**config.mk**
```make
export PLATFORM = sky130hd
export DESIGN_NAME = imem_sync_flat
export DESIGN_NICKNAME = d
export VERILOG_FILES = /design/src/rtl/imem_sync_if.sv /design/src/rtl/imem_sync.sv /design/src/flat_wrapper.sv
export SDC_FILE = /design/constraint.sdc
export NUM_CORES = 2
export LEC_CHECK = 0
export CELL_PAD_IN_SITES_DETAIL_PLACEMENT = 1
export CELL_PAD_IN_SITES_GLOBAL_PLACEMENT = 1
export CORE_UTILIZATION = 45
export DETAILED_ROUTE_END_ITERATION = 16
export PLACE_DENSITY = 0.66
export SETUP_SLACK_MARGIN = 0.02
export SYNTH_ARGS = -nofsm -noshare
export SYNTH_HDL_FRONTEND = slang
export SYNTH_SLANG_ARGS = --single-unit
```
**constraint.sdc**
```tcl
create_clock -name clk -period 3.9 [get_ports clk]
set_input_delay 0.78 -clock clk [delete_from_list [all_inputs] [get_ports clk]]
set_output_delay 0.78 -clock clk [all_outputs]
set_load 0.05 [all_outputs]
```
**src/rtl/imem_sync_if.sv**
```systemverilog
`default_nettype none
// ============================================================================
// Module  : imem_sync_if
// Brief   : Program-load and fetch bus between a CPU/loader and imem_sync.
// Revision: 1.0 - initial release
// ============================================================================
interface imem_sync_if #(
    parameter int DATA_WIDTH = 32,
    parameter int ADDR_WIDTH = 32
);
    logic                  prog_we;
    logic [ADDR_WIDTH-1:0] prog_addr;
    logic [DATA_WIDTH-1:0] prog_data;
    logic                  prog_done;
    logic                  load_req;
    logic [15:0]           prog_count;
    logic                  running;
    logic                  fetch_req;
    logic [ADDR_WIDTH-1:0] fetch_pc;
    logic                  fetch_ready;
    logic                  instr_valid;
    logic [DATA_WIDTH-1:0] instr;
    logic                  instr_fill;
    logic                  instr_ack;

    modport master (
        output prog_we, prog_addr, prog_data, prog_done, load_req,
        output fetch_req, fetch_pc, instr_ack,
        input  prog_count, running, fetch_ready, instr_valid, instr, instr_fill
    );

    modport slave (
        input  prog_we, prog_addr, prog_data, prog_done, load_req,
        input  fetch_req, fetch_pc, instr_ack,
        output prog_count, running, fetch_ready, instr_valid, instr, instr_fill
    );
endinterface
`default_nettype wire

```
**src/rtl/imem_sync.sv**
```systemverilog
`default_nettype none
// ============================================================================
// Module  : imem_sync
// Brief   : Loadable RAM-backed instruction store with a one-deep registered
//           fetch pipeline and NOP fill for unwritten/out-of-range words.
// Revision: 1.0 - initial release
// ============================================================================
module imem_sync #(
    parameter int                    DATA_WIDTH = 32,
    parameter int                    ADDR_WIDTH = 32,
    parameter int                    DEPTH      = 64,
    parameter logic [DATA_WIDTH-1:0] NOP_WORD   = '0
) (
    input  wire logic  clk,
    input  wire logic  rst_n,
    imem_sync_if.slave bus
);

    localparam int                  c_IDX_W  = $clog2(DEPTH);
    localparam logic [ADDR_WIDTH:0] c_DEPTH  = (ADDR_WIDTH+1)'(DEPTH);
    localparam logic [1:0]          c_ST_LOAD  = 2'd0;
    localparam logic [1:0]          c_ST_RUN   = 2'd1;
    localparam logic [1:0]          c_ST_DRAIN = 2'd2;

    logic [1:0]            r_state;
    logic [1:0]            w_state_nxt;
    logic [DATA_WIDTH-1:0] r_mem [DEPTH];
    logic [DEPTH-1:0]      r_mask;
    logic [15:0]           r_prog_count;
    logic                  r_instr_valid;
    logic                  r_instr_fill;
    logic [DATA_WIDTH-1:0] r_instr;

    logic                  w_running;
    logic                  w_fetch_ready;
    logic                  w_prog_in_range;
    logic                  w_prog_wr;
    logic [c_IDX_W-1:0]    w_prog_idx;
    logic                  w_fetch_in_range;
    logic                  w_fetch_acc;
    logic                  w_fetch_fill;
    logic [c_IDX_W-1:0]    w_fetch_idx;
    logic                  w_load_entry;

    // Range checks use the full address so high PC bits never alias into the store.
    assign w_prog_in_range  = {1'b0, bus.prog_addr} < c_DEPTH;
    assign w_prog_idx       = bus.prog_addr[c_IDX_W-1:0];
    assign w_prog_wr        = (r_state == c_ST_LOAD) && bus.prog_we && w_prog_in_range;

    assign w_fetch_in_range = {1'b0, bus.fetch_pc} < c_DEPTH;
    assign w_fetch_idx      = bus.fetch_pc[c_IDX_W-1:0];
    assign w_fetch_acc      = bus.fetch_req && w_fetch_ready;
    assign w_fetch_fill     = !w_fetch_in_range || !r_mask[w_fetch_idx];

    assign w_load_entry     = (r_state != c_ST_LOAD) && (w_state_nxt == c_ST_LOAD);

    always_ff @(posedge clk or negedge rst_n) begin
        if (!rst_n) begin
            r_state <= c_ST_LOAD;
        end else begin
            r_state <= w_state_nxt;
        end
    end

    always_comb begin
        w_state_nxt = r_state;
        case (r_state)
            c_ST_LOAD: begin
                if (bus.prog_done) begin
                    w_state_nxt = c_ST_RUN;
                end
            end
            c_ST_RUN: begin
                if (bus.load_req) begin
                    w_state_nxt = r_instr_valid ? c_ST_DRAIN : c_ST_LOAD;
                end
            end
            c_ST_DRAIN: begin
                // Also leave if the pending word was acked on the way into DRAIN.
                if (!r_instr_valid || bus.instr_ack) begin
                    w_state_nxt = c_ST_LOAD;
                end
            end
            default: w_state_nxt = c_ST_LOAD;
        endcase
    end

    always_comb begin
        w_running     = (r_state == c_ST_RUN);
        w_fetch_ready = w_running && !bus.load_req && (!r_instr_valid || bus.instr_ack);
    end

    always_ff @(posedge clk) begin
        if (w_prog_wr) begin
            r_mem[w_prog_idx] <= bus.prog_data;
        end
    end

    always_ff @(posedge clk or negedge rst_n) begin
        if (!rst_n) begin
            r_mask       <= '0;
            r_prog_count <= '0;
        end else if (w_load_entry) begin
            r_mask       <= '0;
            r_prog_count <= '0;
        end else if (w_prog_wr) begin
            r_mask[w_prog_idx] <= 1'b1;
            if (r_prog_count != 16'hFFFF) begin
                r_prog_count <= r_prog_count + 16'd1;
            end
        end
    end

    always_ff @(posedge clk or negedge rst_n) begin
        if (!rst_n) begin
            r_instr_valid <= 1'b0;
            r_instr_fill  <= 1'b0;
            r_instr       <= NOP_WORD;
        end else if (w_fetch_acc) begin
            r_instr_valid <= 1'b1;
            r_instr_fill  <= w_fetch_fill;
            r_instr       <= w_fetch_fill ? NOP_WORD : r_mem[w_fetch_idx];
        end else if (bus.instr_ack) begin
            r_instr_valid <= 1'b0;
        end
    end

    assign bus.prog_count  = r_prog_count;
    assign bus.running     = w_running;
    assign bus.fetch_ready = w_fetch_ready;
    assign bus.instr_valid = r_instr_valid;
    assign bus.instr       = r_instr;
    assign bus.instr_fill  = r_instr_fill;

endmodule
`default_nettype wire

```
**src/flat_wrapper.sv**
```systemverilog
// flat-port wrapper written by rule: the top's interface ports become plain ports
module imem_sync_flat 
#(
    parameter int                    DATA_WIDTH = 32,
    parameter int                    ADDR_WIDTH = 32,
    parameter int                    DEPTH      = 64,
    parameter logic [DATA_WIDTH-1:0] NOP_WORD   = '0
)
  (clk, rst_n, bus_prog_we, bus_prog_addr, bus_prog_data, bus_prog_done, bus_load_req, bus_fetch_req, bus_fetch_pc, bus_instr_ack, bus_prog_count, bus_running, bus_fetch_ready, bus_instr_valid, bus_instr, bus_instr_fill);
  imem_sync_if #(.DATA_WIDTH(DATA_WIDTH), .ADDR_WIDTH(ADDR_WIDTH)) bus_i ();
  input  wire logic clk;
  input  wire logic rst_n;
  input wire logic [$bits(bus_i.prog_we)-1:0] bus_prog_we;
  input wire logic [$bits(bus_i.prog_addr)-1:0] bus_prog_addr;
  input wire logic [$bits(bus_i.prog_data)-1:0] bus_prog_data;
  input wire logic [$bits(bus_i.prog_done)-1:0] bus_prog_done;
  input wire logic [$bits(bus_i.load_req)-1:0] bus_load_req;
  input wire logic [$bits(bus_i.fetch_req)-1:0] bus_fetch_req;
  input wire logic [$bits(bus_i.fetch_pc)-1:0] bus_fetch_pc;
  input wire logic [$bits(bus_i.instr_ack)-1:0] bus_instr_ack;
  output wire logic [$bits(bus_i.prog_count)-1:0] bus_prog_count;
  output wire logic [$bits(bus_i.running)-1:0] bus_running;
  output wire logic [$bits(bus_i.fetch_ready)-1:0] bus_fetch_ready;
  output wire logic [$bits(bus_i.instr_valid)-1:0] bus_instr_valid;
  output wire logic [$bits(bus_i.instr)-1:0] bus_instr;
  output wire logic [$bits(bus_i.instr_fill)-1:0] bus_instr_fill;
  assign bus_i.prog_we = bus_prog_we;
  assign bus_i.prog_addr = bus_prog_addr;
  assign bus_i.prog_data = bus_prog_data;
  assign bus_i.prog_done = bus_prog_done;
  assign bus_i.load_req = bus_load_req;
  assign bus_i.fetch_req = bus_fetch_req;
  assign bus_i.fetch_pc = bus_fetch_pc;
  assign bus_i.instr_ack = bus_instr_ack;
  assign bus_prog_count = bus_i.prog_count;
  assign bus_running = bus_i.running;
  assign bus_fetch_ready = bus_i.fetch_ready;
  assign bus_instr_valid = bus_i.instr_valid;
  assign bus_instr = bus_i.instr;
  assign bus_instr_fill = bus_i.instr_fill;
  imem_sync #(.DATA_WIDTH(DATA_WIDTH), .ADDR_WIDTH(ADDR_WIDTH), .DEPTH(DEPTH), .NOP_WORD(NOP_WORD)) u_core (.clk(clk), .rst_n(rst_n), .bus(bus_i));
endmodule
```
After elaboration in Yosys (flattened, before gate mapping)
Memories as Yosys holds them, arrays and structs flattened.
Index checks and enable logic that the tools add are counted.
- add/subtract/negate cells: 1
- multipliers: 0
- divide/modulo/power cells: 0
- order comparisons: 5
- eq/ne operators: 3
- shift operators: 0
- mux-type cells: 19
- bitwise logic cells: 1
- reductions and logical operators: 20
- operators by type and width (kind ; number):
    $mux 64 ; 2
    $lt 32x7->1 const B ; 2
    $or 64x64->64 ; 1
    $mux 16 ; 3
    $mux 32 ; 1
    $add 16x1->16 const B ; 1
    $ne 16x16->1 const B ; 1
    $lt 6x7->1 const B ; 2
    $mux 2 ; 4
    $reduce_bool 2->1 ; 4
    $logic_and 1x1->1 ; 7
    $bmux 1 s6 ; 1
    $demux 1 s6 ; 1
    $ge 6x1->1 const B ; 1
    $mux 1 ; 6
    $pmux 2 s3 ; 1
    $logic_not 1->1 ; 4
    $logic_not 2->1 ; 2
    $eq 2x1->1 const B ; 1
    $eq 2x2->1 const B ; 1
    $logic_or 1x1->1 ; 2
    $reduce_and 2->1 ; 1
- bits in registers: 116
- latch bits: 0
- RAM bits: 2048
- bits in read-only memories: 0
- output and inout port bits: 52
- word-level logic and storage cells: 56
- memories: 1
- memories (name ; depth ; bits a word ; rd ports ; clocked after Yosys merged registers in ; wr ports ; line ; source):
    u_core.r_mem ; 64 ; 32 ; 1 ; 0 ; 1 ; imem_sync.sv:27 ; logic [DATA_WIDTH-1:0] r_mem [DEPTH];

Logic depth before layout (Yosys ltp)
- word-level depth: 8
- depth in mapped cells: 13
- depth with buffers taken out: 6

Least setup slack after synthesis
OpenSTA, ideal clock, no wires.
- path type: reg2reg
- start: reg u_core.r_state[0]
- end: reg u_core.r_instr[1] (netlist: u_core.bus.instr[1])
- setup time: 0.095 ns
- data arrival time: 3.940 ns
- path slack: -0.135 ns
- cell stages (with the launch flop): 8
- path buffers: 1
- path through: dfrtp_1 nor2b_1 nor3b_1 nand2_1 nor3_1 o311ai_2 clkbuf_1 o31ai_1
- word-level cells in the longest chain between the ends: 4
- ends and longest elaborated chain (element ; line ; source):
    start: declaration ; imem_sync.sv:25 ; logic [1:0] r_state;
    start signal: assignment ; imem_sync.sv:59 ; r_state <= c_ST_LOAD;
    start signal: assignment ; imem_sync.sv:61 ; r_state <= w_state_nxt;
    $eq 2x1->1 ; imem_sync.sv:89 ; w_running = (r_state == c_ST_RUN);
    named net bus_running ; flat_wrapper.sv:22 ; output wire logic [$bits(bus_i.running)-1:0] bus_running;
    $logic_and 1x1->1 (2 in series) ; imem_sync.sv:90 ; w_fetch_ready = w_running && !bus.load_req && (!r_instr_valid || bus.instr_ack);
    named net bus_fetch_ready ; flat_wrapper.sv:23 ; output wire logic [$bits(bus_i.fetch_ready)-1:0] bus_fetch_ready;
    $logic_and 1x1->1 ; imem_sync.sv:52 ; assign w_fetch_acc = bus.fetch_req && w_fetch_ready;
    end signal: assignment ; imem_sync.sv:122 ; r_instr <= w_fetch_fill ? NOP_WORD : r_mem[w_fetch_idx];
    end: declaration ; imem_sync.sv:32 ; logic [DATA_WIDTH-1:0] r_instr;
The timed path passes the listed nets, and every way through them passes these cells.
A chain may end at the register's enable or synchronous reset.

Worst setup path in the final report
- start: reg u_core.r_state[0]
- end: out bus_fetch_ready
- word-level cells in the longest chain between the ends: 3
- ends and longest elaborated chain (element ; line):
    $eq 2x1->1 ; imem_sync.sv:89
    $logic_and 1x1->1 (2 in series) ; imem_sync.sv:90
    end: declaration ; flat_wrapper.sv:23
Every way passes these cells.

==> results.md <==
* Setup ws final at 0.4469 ns
* CP endpoint kind: output port
* Vias in the first global route at 45230
* Adder-Cell Fraction of Synth Area at 0.0001485
* Die width at between 400 and 500 um
* Power consumption at 48470 uW
* Initial antenna violation count at 7
* TritonCTS Sinks at 2164
* Crit share post-route at 0.8854
* Max Fclk at 289.6 MHz
* Starting density of the core at 0.4539
* Slew @ Worst Pin at 1.351 ns
* Fraction of registers with async set/reset at 0.05360
* Syn-to-layout area delta at 16.67%
* Port Buffers at between 150 and 200
* 1st-iter DRT viols at 5394
* PwrDens at 493.0 nW/um^2
* Met1 usage at 0.3629
* Fin cells at 6995
* Detailed placement HPWL at 147900 um
* Crit path required time at 3.12 ns
* Compound-gate portion of the synthesized area at 0.04091
* Critical path arrival at 2.67 ns
* Cell with the most instances after synthesis: edfxtp_1
* DR WL/cell at between 30 and 40 um
* Total track usage at 0.2640
* Leak at 0.03212 uW
* Pre-CTS setup slack at about 0.012 ns
* DP Cell Count at about 6600
* Synthesized flop and latch total at 2164
* CORE AREA at 185600 um^2
* Setup crit start kind: register
* Synth top cells by count: edfxtp_1 (2048), mux4_2 (399), mux2i_1 (277), nor2_1 (119), dfrtp_1 (116)
* Max-slew violation count at 0
* Worst-path clk slew at 0.06 ns
* Hold WC Path Type: reg2reg
* Post-Synth XOR/XNOR Area at 0.001351
* Vias per cell at 6.252
* Detailed Routing Iterations Pass 1 at 5
* H-Tree Depth at 4
* Die area at 189000 um^2
* Synth Flop Type: edfxtp_1
* Finish-stage setup viols at 0
* DR vias at 43730
* Most Crowded Layer GR: met2
* Latest clock arrival within the worst-skew pair at 0.86 ns
* Final net count at 4426
* Postcts setup bufs at 0
* Final setup TNS at 0 ns
* DRC at 0
* Synthesized Nets at 3983
* Buffer levels on the longest clock path at 3
* Row cnt at 158
* Status: completed
* Peak VDD IR at 0.4090 mV
* Avg Cell Area, Syn at 21.72 um^2
* Yosys warning count at 0
* I/O pin cnt at between 150 and 200
* Final wirelength at 251200 um
* Slew margin rel. at 0.09945
* Register area share after synthesis at 0.7643
* Fill count at 16010
* Crit path max fanout at 5
* RSZ-0062 raised after global routing: false
* Chip height at 434.7 um
* Netlist cell types at 64
* Clk_skew at 0.04299 ns
* Combinational family with the most area after synthesis: multiplexers
* Final Hold Fails at 0
* Layout cells sized above 1 at 0.2542
* Largest net degree at the start of global routing at 68
* Tmin final at 3.453 ns
* Antenna Nets Post-Route at 0
* First-pass GRT wire length at 350600 um
* Area leader, netlist: edfxtp_1
* Gate Count Post-Synth at 3879
* Kind of critical path: reg2out
* Maxcap violations at 0
* CTS root buf: clkbuf_16
* GRT overflow at 0
* Largest cells by area after synthesis: edfxtp_1 (73%), mux4_2 (11%), dfrtp_1 (3.4%)
* TritonCTS buffer count at 217
* Met3 Track Usage GR at 0.04159
* Top cell type's share of synthesized area at 0.7299
* Routability cong. at just over 0.8
* Post-synth EDFFs at 2048
* Synth Cell Area at 84260 um^2
* GRT met2 Usage at 0.4340
* Simple-Gate Fraction of Synth Area at 0.01627
* CTS tree: yes
* Mux contribution to synthesized area at 0.1545
-- worst paths after layout --
check | from | endpoint | slack [ns] | depth (start not counted)
worst max-delay path | u_core.r_state[0]$_DFF_PN0_ | bus_fetch_ready | 0.45 | 3
worst min-delay path | u_core.r_mask[8]$_DFFE_PN0P_ | u_core.r_mask[8]$_DFFE_PN0P_ | 0.48 | 1
worst max register to register | u_core.r_state[0]$_DFF_PN0_ | u_core.r_mem[27][24]$_DFFE_PP_ | 0.84 | 8
worst min register to register | u_core.r_mask[8]$_DFFE_PN0P_ | u_core.r_mask[8]$_DFFE_PN0P_ | 0.48 | 1
max in group asynchronous | rst_n | u_core.bus.instr[16]$_DFFE_PN0P_ | 2.52 | 3
min in group asynchronous | rst_n | u_core.r_mask[13]$_DFFE_PN0P_ | 0.58 | 2
-- cell families after synthesis --
kind of cell | count (synthesis)
DFF | 2164
muxes | 724
AOI/OAI and AO/OA | 451
and+or+nand+nor | 292
buffers and inverters | 234
xor gates and xnor gates | 13
adders and majority gates | 1
-- stage by stage --
step,instance area (um^2),hold WS (ns),utilization
floorplan,84270,0.4559,-
global placement,91250,0.4641,0.4916
detailed placement,91250,0.4715,0.4916
CTS,98300,0.4855,0.5296
global route,98310,0.4991,0.5296
finish,98310,0.4835,0.5296
-- power breakdown --
part	total, uW	switching, uW	internal, uW	leakage, uW
Sequential	25400	4.21	25400	0.0200
Clock	20600	8940	11700	0.00344
Combinational	2430	1530	896	0.00866
Total	48500	10500	38000	0.0321
-- layout by cell type (no fill, tap or decap), types with 57 or more instances in the layout --
cell             Yosys  layout
buf_4               10     171
a221oi_1            60      60
a221o_1             57      57
nor2_4               0      65
mux2i_1            277     277
mux4_2             399     399
nand2_1             59      58
buf_12              18     128
dfrtp_1            116     116
edfxtp_1          2048    2048
clkdlybuf4s50_1      0     115
o21a_1              64      64
clkbuf_16            0     222
-- routing by layer --
metal  share of wire  up-vias
met5         0.00011        -
met4           0.031        4
met3           0.072      390
met2            0.49     2080
met1            0.40    23880
li1                -    17370
-- flip-flops by register name, summed over array words and instances (netlist names) --
name / flops
u_core.r_mask: 64
u_core.bus.instr: 32
u_core.bus.instr_fill: 1
u_core.bus.instr_valid: 1
u_core.bus.prog_count: 16
u_core.r_mem: 2048
u_core.r_state: 2
-- layout make-up --
| class | count | area [um^2] | area share |
|---|---|---|---|
| Sequential cell | 2164 | 64400 | 0.6551 |
| Tap cell | 2480 | 3103 | 0.03156 |
| Multi-Input combinational cell | 1481 | 18500 | 0.1882 |
| Antenna cell | 3 | 7.507 | 0.00007636 |
| Clock inverter | 133 | 1154 | 0.01173 |
| Clock buffer | 276 | 5888 | 0.05989 |
| Timing Repair Buffer | 453 | 5230 | 0.05320 |
| Inverter | 5 | 26.28 | 0.0002673 |
-- worst max-delay path, cell delays in order (launching register included) --
cell,delay [ns]
dfrtp_1,0.45
nor2b_1,0.26
nor3b_2,0.27
clkdlybuf4s50_1,0.85
-- repair_timing --
item                      CTS  global route
hold buffers                1             0
resized for setup           0             0
hold endpoints to repair    3             0
(Power assumes the default switching activity.)
